$ cat src/rtl/ahb_lite_master.sv
// AHB-Lite single-transfer initiator: one valid/ready command becomes one
// 32-bit NONSEQ read or write, followed by a one-cycle response strobe.
module ahb_lite_master #(
    parameter int         TIMEOUT   = 256,
    parameter logic [3:0] HPROT_VAL = 4'b0011
) (
    input  logic        AHB_HCLK,
    input  logic        AHB_HRESET,
    input  logic        cmd_valid,
    output logic        cmd_ready,
    input  logic        cmd_write,
    input  logic [31:0] cmd_addr,
    input  logic [31:0] cmd_wdata,
    output logic        rsp_valid,
    output logic [31:0] rsp_rdata,
    output logic        rsp_error,
    output logic        rsp_timeout,
    output logic        AHB_HSEL,
    output logic [1:0]  AHB_HTRANS,
    output logic [31:0] AHB_HADDR,
    output logic        AHB_HWRITE,
    output logic [2:0]  AHB_HSIZE,
    output logic [2:0]  AHB_HBURST,
    output logic [3:0]  AHB_HPROT,
    output logic        AHB_HMASTLOCK,
    output logic [31:0] AHB_HWDATA,
    input  logic [31:0] AHB_HRDATA,
    input  logic        AHB_HREADY,
    input  logic [1:0]  AHB_HRESP
);

    localparam int              CW      = (TIMEOUT > 1) ? $clog2(TIMEOUT + 1) : 1;
    localparam logic [CW-1:0]   TO_LAST = CW'(TIMEOUT - 1);
    localparam logic [CW-1:0]   TO_MAX  = CW'(TIMEOUT);
    localparam logic [1:0]      HTRANS_IDLE   = 2'b00;
    localparam logic [1:0]      HTRANS_NONSEQ = 2'b10;

    typedef enum logic [1:0] {
        ST_IDLE = 2'b00,
        ST_ADDR = 2'b01,
        ST_DATA = 2'b10,
        ST_RESP = 2'b11
    } state_t;

    state_t        state_r, state_s;
    logic          hsel_r, hsel_s;
    logic [1:0]    htrans_r, htrans_s;
    logic [31:0]   haddr_r, haddr_s;
    logic          hwrite_r, hwrite_s;
    logic [31:0]   hwdata_r, hwdata_s;
    logic [31:0]   wdata_r, wdata_s;
    logic [CW-1:0] stall_cnt_r, stall_cnt_s;
    logic          rsp_valid_r, rsp_valid_s;
    logic [31:0]   rsp_rdata_r, rsp_rdata_s;
    logic          rsp_error_r, rsp_error_s;
    logic          rsp_timeout_r, rsp_timeout_s;

    // Next-state and next-output decode; response fields are only non-zero while rsp_valid is high.
    always_comb begin
        state_s       = state_r;
        hsel_s        = hsel_r;
        htrans_s      = htrans_r;
        haddr_s       = haddr_r;
        hwrite_s      = hwrite_r;
        hwdata_s      = hwdata_r;
        wdata_s       = wdata_r;
        stall_cnt_s   = stall_cnt_r;
        rsp_valid_s   = 1'b0;
        rsp_rdata_s   = 32'h0000_0000;
        rsp_error_s   = 1'b0;
        rsp_timeout_s = 1'b0;
        case (state_r)
            ST_IDLE: begin
                if (cmd_valid) begin
                    wdata_s  = cmd_wdata;
                    hwrite_s = cmd_write;
                    if (cmd_addr[1:0] != 2'b00) begin
                        state_s     = ST_RESP;
                        rsp_valid_s = 1'b1;
                        rsp_error_s = 1'b1;
                    end else begin
                        state_s  = ST_ADDR;
                        haddr_s  = cmd_addr;
                        hsel_s   = 1'b1;
                        htrans_s = HTRANS_NONSEQ;
                    end
                end else begin
                    state_s = ST_IDLE;
                end
            end
            ST_ADDR: begin
                if (AHB_HREADY) begin
                    state_s     = ST_DATA;
                    hsel_s      = 1'b0;
                    htrans_s    = HTRANS_IDLE;
                    hwdata_s    = wdata_r;
                    stall_cnt_s = {CW{1'b0}};
                end else begin
                    state_s = ST_ADDR;
                end
            end
            ST_DATA: begin
                if (AHB_HREADY) begin
                    state_s     = ST_RESP;
                    rsp_valid_s = 1'b1;
                    if (AHB_HRESP != 2'b00) begin
                        rsp_error_s = 1'b1;
                    end else if (!hwrite_r) begin
                        rsp_rdata_s = AHB_HRDATA;
                    end else begin
                        rsp_rdata_s = 32'h0000_0000;
                    end
                end else if ((TIMEOUT != 0) && (stall_cnt_r == TO_LAST)) begin
                    // This low cycle is the TIMEOUT-th one: abandon the transfer.
                    state_s       = ST_RESP;
                    rsp_valid_s   = 1'b1;
                    rsp_error_s   = 1'b1;
                    rsp_timeout_s = 1'b1;
                    hsel_s        = 1'b0;
                    htrans_s      = HTRANS_IDLE;
                end else if ((TIMEOUT != 0) && (stall_cnt_r != TO_MAX)) begin
                    stall_cnt_s = stall_cnt_r + {{(CW-1){1'b0}}, 1'b1};
                end else begin
                    stall_cnt_s = stall_cnt_r;
                end
            end
            ST_RESP: begin
                state_s = ST_IDLE;
            end
            default: begin
                state_s  = ST_IDLE;
                hsel_s   = 1'b0;
                htrans_s = HTRANS_IDLE;
            end
        endcase
    end

    // State and registered bus/response outputs.
    always_ff @(posedge AHB_HCLK or posedge AHB_HRESET) begin
        if (AHB_HRESET) begin
            state_r       <= ST_IDLE;
            hsel_r        <= 1'b0;
            htrans_r      <= HTRANS_IDLE;
            haddr_r       <= 32'h0000_0000;
            hwrite_r      <= 1'b0;
            hwdata_r      <= 32'h0000_0000;
            wdata_r       <= 32'h0000_0000;
            stall_cnt_r   <= {CW{1'b0}};
            rsp_valid_r   <= 1'b0;
            rsp_rdata_r   <= 32'h0000_0000;
            rsp_error_r   <= 1'b0;
            rsp_timeout_r <= 1'b0;
        end else begin
            state_r       <= state_s;
            hsel_r        <= hsel_s;
            htrans_r      <= htrans_s;
            haddr_r       <= haddr_s;
            hwrite_r      <= hwrite_s;
            hwdata_r      <= hwdata_s;
            wdata_r       <= wdata_s;
            stall_cnt_r   <= stall_cnt_s;
            rsp_valid_r   <= rsp_valid_s;
            rsp_rdata_r   <= rsp_rdata_s;
            rsp_error_r   <= rsp_error_s;
            rsp_timeout_r <= rsp_timeout_s;
        end
    end

    assign cmd_ready     = (state_r == ST_IDLE) && !AHB_HRESET;
    assign rsp_valid     = rsp_valid_r;
    assign rsp_rdata     = rsp_rdata_r;
    assign rsp_error     = rsp_error_r;
    assign rsp_timeout   = rsp_timeout_r;
    assign AHB_HSEL      = hsel_r;
    assign AHB_HTRANS    = htrans_r;
    assign AHB_HADDR     = haddr_r;
    assign AHB_HWRITE    = hwrite_r;
    assign AHB_HWDATA    = hwdata_r;
    assign AHB_HSIZE     = 3'b010;
    assign AHB_HBURST    = 3'b000;
    assign AHB_HPROT     = HPROT_VAL;
    assign AHB_HMASTLOCK = 1'b0;

endmodule

$ cat config.mk
export PLATFORM = sky130hd
export DESIGN_NAME = ahb_lite_master
export DESIGN_NICKNAME = d
export VERILOG_FILES = /design/src/rtl/ahb_lite_master.sv
export SDC_FILE = /design/constraint.sdc
export NUM_CORES = 1
export LEC_CHECK = 0
export BUFFER_PORTS_ARGS = -buffer_cell sky130_fd_sc_hd__clkbuf_2
export CELL_PAD_IN_SITES_DETAIL_PLACEMENT = 0
export CELL_PAD_IN_SITES_GLOBAL_PLACEMENT = 1
export CORE_ASPECT_RATIO = 1.25
export CORE_MARGIN = 2
export CORE_UTILIZATION = 38
export DETAILED_ROUTE_END_ITERATION = 10
export HOLD_SLACK_MARGIN = 0.15
export PLACE_DENSITY_LB_ADDON = 0.1
export SYNTH_ARGS = -nofsm -noshare
export SYNTH_HDL_FRONTEND = slang
export SYNTH_SLANG_ARGS = --single-unit
$ cat constraint.sdc
create_clock -name AHB_HCLK -period 4.5 [get_ports AHB_HCLK]
set_clock_uncertainty 0.1 [all_clocks]
set_input_delay 0 -clock AHB_HCLK [delete_from_list [all_inputs] [get_ports AHB_HCLK]]
set_output_delay 0 -clock AHB_HCLK [all_outputs]
set_load 0.1 [all_outputs]
==> flow_summary.ini <==
[run_status]
outcome = finished clean

[route]
wirelength_um = 12800
drc_errors = 0
avgViaCountPerCell = 4.58
wl_per_cell_um = 14.5
drt_iter0_drc = 115
ant_nets = 0
firstDrtPassIters = 4
vias = 4061

[timing]
rsz0062_at_grt = false
relSlewSlack_pct = 35.9
max_freq_mhz = 365
period_needed_ns = 2.74
worst_pin_slew_ns = 0.961
final_hold_viol_count = 0
setup_viol = 0
tns_ns = 0
drv_slew = 0
fin_crit_sh_pct = 60.9

[clock_network]
clkTransAtPathRegs_ns = 0.06
cts_sinks = 144
clk_latency_ns = 0.41
cts_tree = done
postCtsSetupRepairBufs = 0
cts_root_buffer = clkbuf_16
clock_path_buffers = 2
htreeDepth = 4
cts_buffers = 17
cts_resized = 0

[grt]
grt_max_degree = 109
grt_pass1_vias = 4415
gr-total-overflow = 0
track_usage_pct = 16.9
antenna_found_initial = 0
grt_pass1_wl_um = 21100

[logic_synthesis]
synth_compound_area_share_pct = 3.49
ys_seq_area_share_pct = 64.4
synthMuxAreaShare_pct = 19.5
syn_inst = 380
synthAdderAreaFrac_pct = 1.56
ys_ff_latch = 144
async_flop_share_pct = 100
yosys_warnings = 0
synth-edff-count = 0
synth_xor_xnor_area_share_pct = 0.156
synth_cell_type_count = 43
synth_area_um2 = 5600
yosys.area_share.simple_pct = 7.33
synth.avg_cell_area_um2 = 14.7
synth_ff_type = dfrtp_1
synth_top_family_by_area = multiplexers

[critical_path]
crit_path_end_kind = flop
timing_worst_setup_path_type = reg -> reg
timing.critical_path.required_ns = 4.69
crit_fanout = 5
arrival_ns = 2.94
start_kind = flop

[layout]
drive_above_1_share_pct = 48.2
antenna_cells = 0
fin_nets = 805
areaGrowthSynthToFinish_pct = 49.4
final_common_cell = clkbuf_2
most-common-layout-cells = clkbuf_2 (205), dfrtp_1 (144), dlygate4sd3_1 (106)
fill_cells = 1219

[floorplan]
dieArea_um2 = 15700
die_h_um = 140
fp-row-count = 49
coreArea_um2 = 14400
start_util_pct = 38.9
die_x_um = 113
io-pin-count = 218

[worst_hold_path]
min-delay-path-class = in -> reg

[place]
gp_congestion = 0.777
hpwl_um = 8280
io_buffer_count = 205

[flow_run]
maxCapViolCount = 0
==> path summary, 6_finish.rpt <==
path                                        to  cells after the start  slack, ns           start
worst min-delay path              rsp_rdata[8]                      3       0.22   AHB_HRDATA[8]
worst max-delay path            stall_cnt_r[5]                      9       1.76  stall_cnt_r[1]
worst max register to register  stall_cnt_r[5]                      9       1.76  stall_cnt_r[1]
worst min register to register  AHB_HWDATA[20]                      1       0.40     wdata_r[20]
max in group asynchronous       stall_cnt_r[2]                      4       2.92      AHB_HRESET
min in group asynchronous          wdata_r[30]                      3       0.32      AHB_HRESET
==> timing repair <==
| item | CTS | global route |
|---|---|---|
| endpoints found under the setup margin | 0 | 0 |
| hold buffers | 106 | 0 |
| hold endpoints to repair | 216 | 0 |
==> routing by layer <==
| layer | GRT usage (%) | vias to the layer above | wire (um) |
|---|---|---|---|
| met4 | 6.42 | 0 | 198 |
| met5 | 0 | - | 0 |
| met2 | 28.1 | 171 | 6300 |
| met1 | 19.4 | 1957 | 5200 |
| li1 | - | 1917 | - |
| met3 | 6.93 | 16 | 1120 |
==> Yosys cell counts, drive strengths merged, types with 3 or more instances <==
cell type / number / share of area [%]
dfrtp: 144 / 64
mux2: 96 / 19
and2: 32 / 3.6
buf: 18 / 2.3
clkbuf: 9 / 0.60
inv: 9 / 0.60
ha: 7 / 1.6
nand2: 5 / 0.34
nor2: 5 / 0.34
nor2b: 5 / 0.56
o21ai: 5 / 0.45
a21oi: 4 / 0.42
nor3: 4 / 0.36
and3: 3 / 0.34
nand3: 3 / 0.27
==> through the flow <==
stage / hold slack [ns] / area, um2 / setup slack [ns] / util [%] / std cells
floorplan: 0.0286 / 5640 / 0.534 / - / 390
global placement: 0.106 / 6750 / 1.81 / 46.9 / 748
detailed placement: 0.109 / 6750 / 1.75 / 46.9 / 748
CTS: 0.197 / 8360 / 1.75 / 58.0 / 886
global route: 0.226 / 8360 / 1.55 / 58.0 / 886
finish: 0.222 / 8360 / 1.76 / 58.0 / 886
==> critical path, stage by stage (launching register included) <==
cell	delay [ns]
dfrtp_1	0.42
ha_1	0.22
and3_1	0.21
nand3_1	0.11
nor2_1	0.08
ha_1	0.20
or4b_4	0.56
o21a_4	0.15
a31o_4	0.23
a221o_1	0.34
==> cell type report <==
type / count / area, um2 / share of cell area [%]
Multi-Input combinational cell: 210 / 1850 / 22.1
Tap cell: 178 / 223 / 2.66
Clock buffer: 24 / 492 / 5.88
Timing Repair Buffer: 313 / 2100 / 25.1
Clock inverter: 8 / 56.3 / 0.673
Inverter: 9 / 38.8 / 0.464
Sequential cell: 144 / 3600 / 43.1
==> state kept, by name, summed over array words and instances (netlist names) <==
register     cells
AHB_HADDR       32
AHB_HTRANS       1
AHB_HWDATA      32
AHB_HWRITE       1
rsp_error        1
rsp_rdata       32
rsp_timeout      1
rsp_valid        1
stall_cnt_r      9
state_r          2
wdata_r         32
==> kinds of logic after synthesis <==
kind of cell / Yosys count
DFF: 144
muxes: 97
and+or+nand+nor: 68
buffers and inverters: 36
AOI/OAI and AO/OA: 25
adders and majority gates: 7
other: 2
xor gates and xnor gates: 1
Power is not shown: default switching activity piles up to over one toggle a cycle in this logic, so the estimate is an artifact.
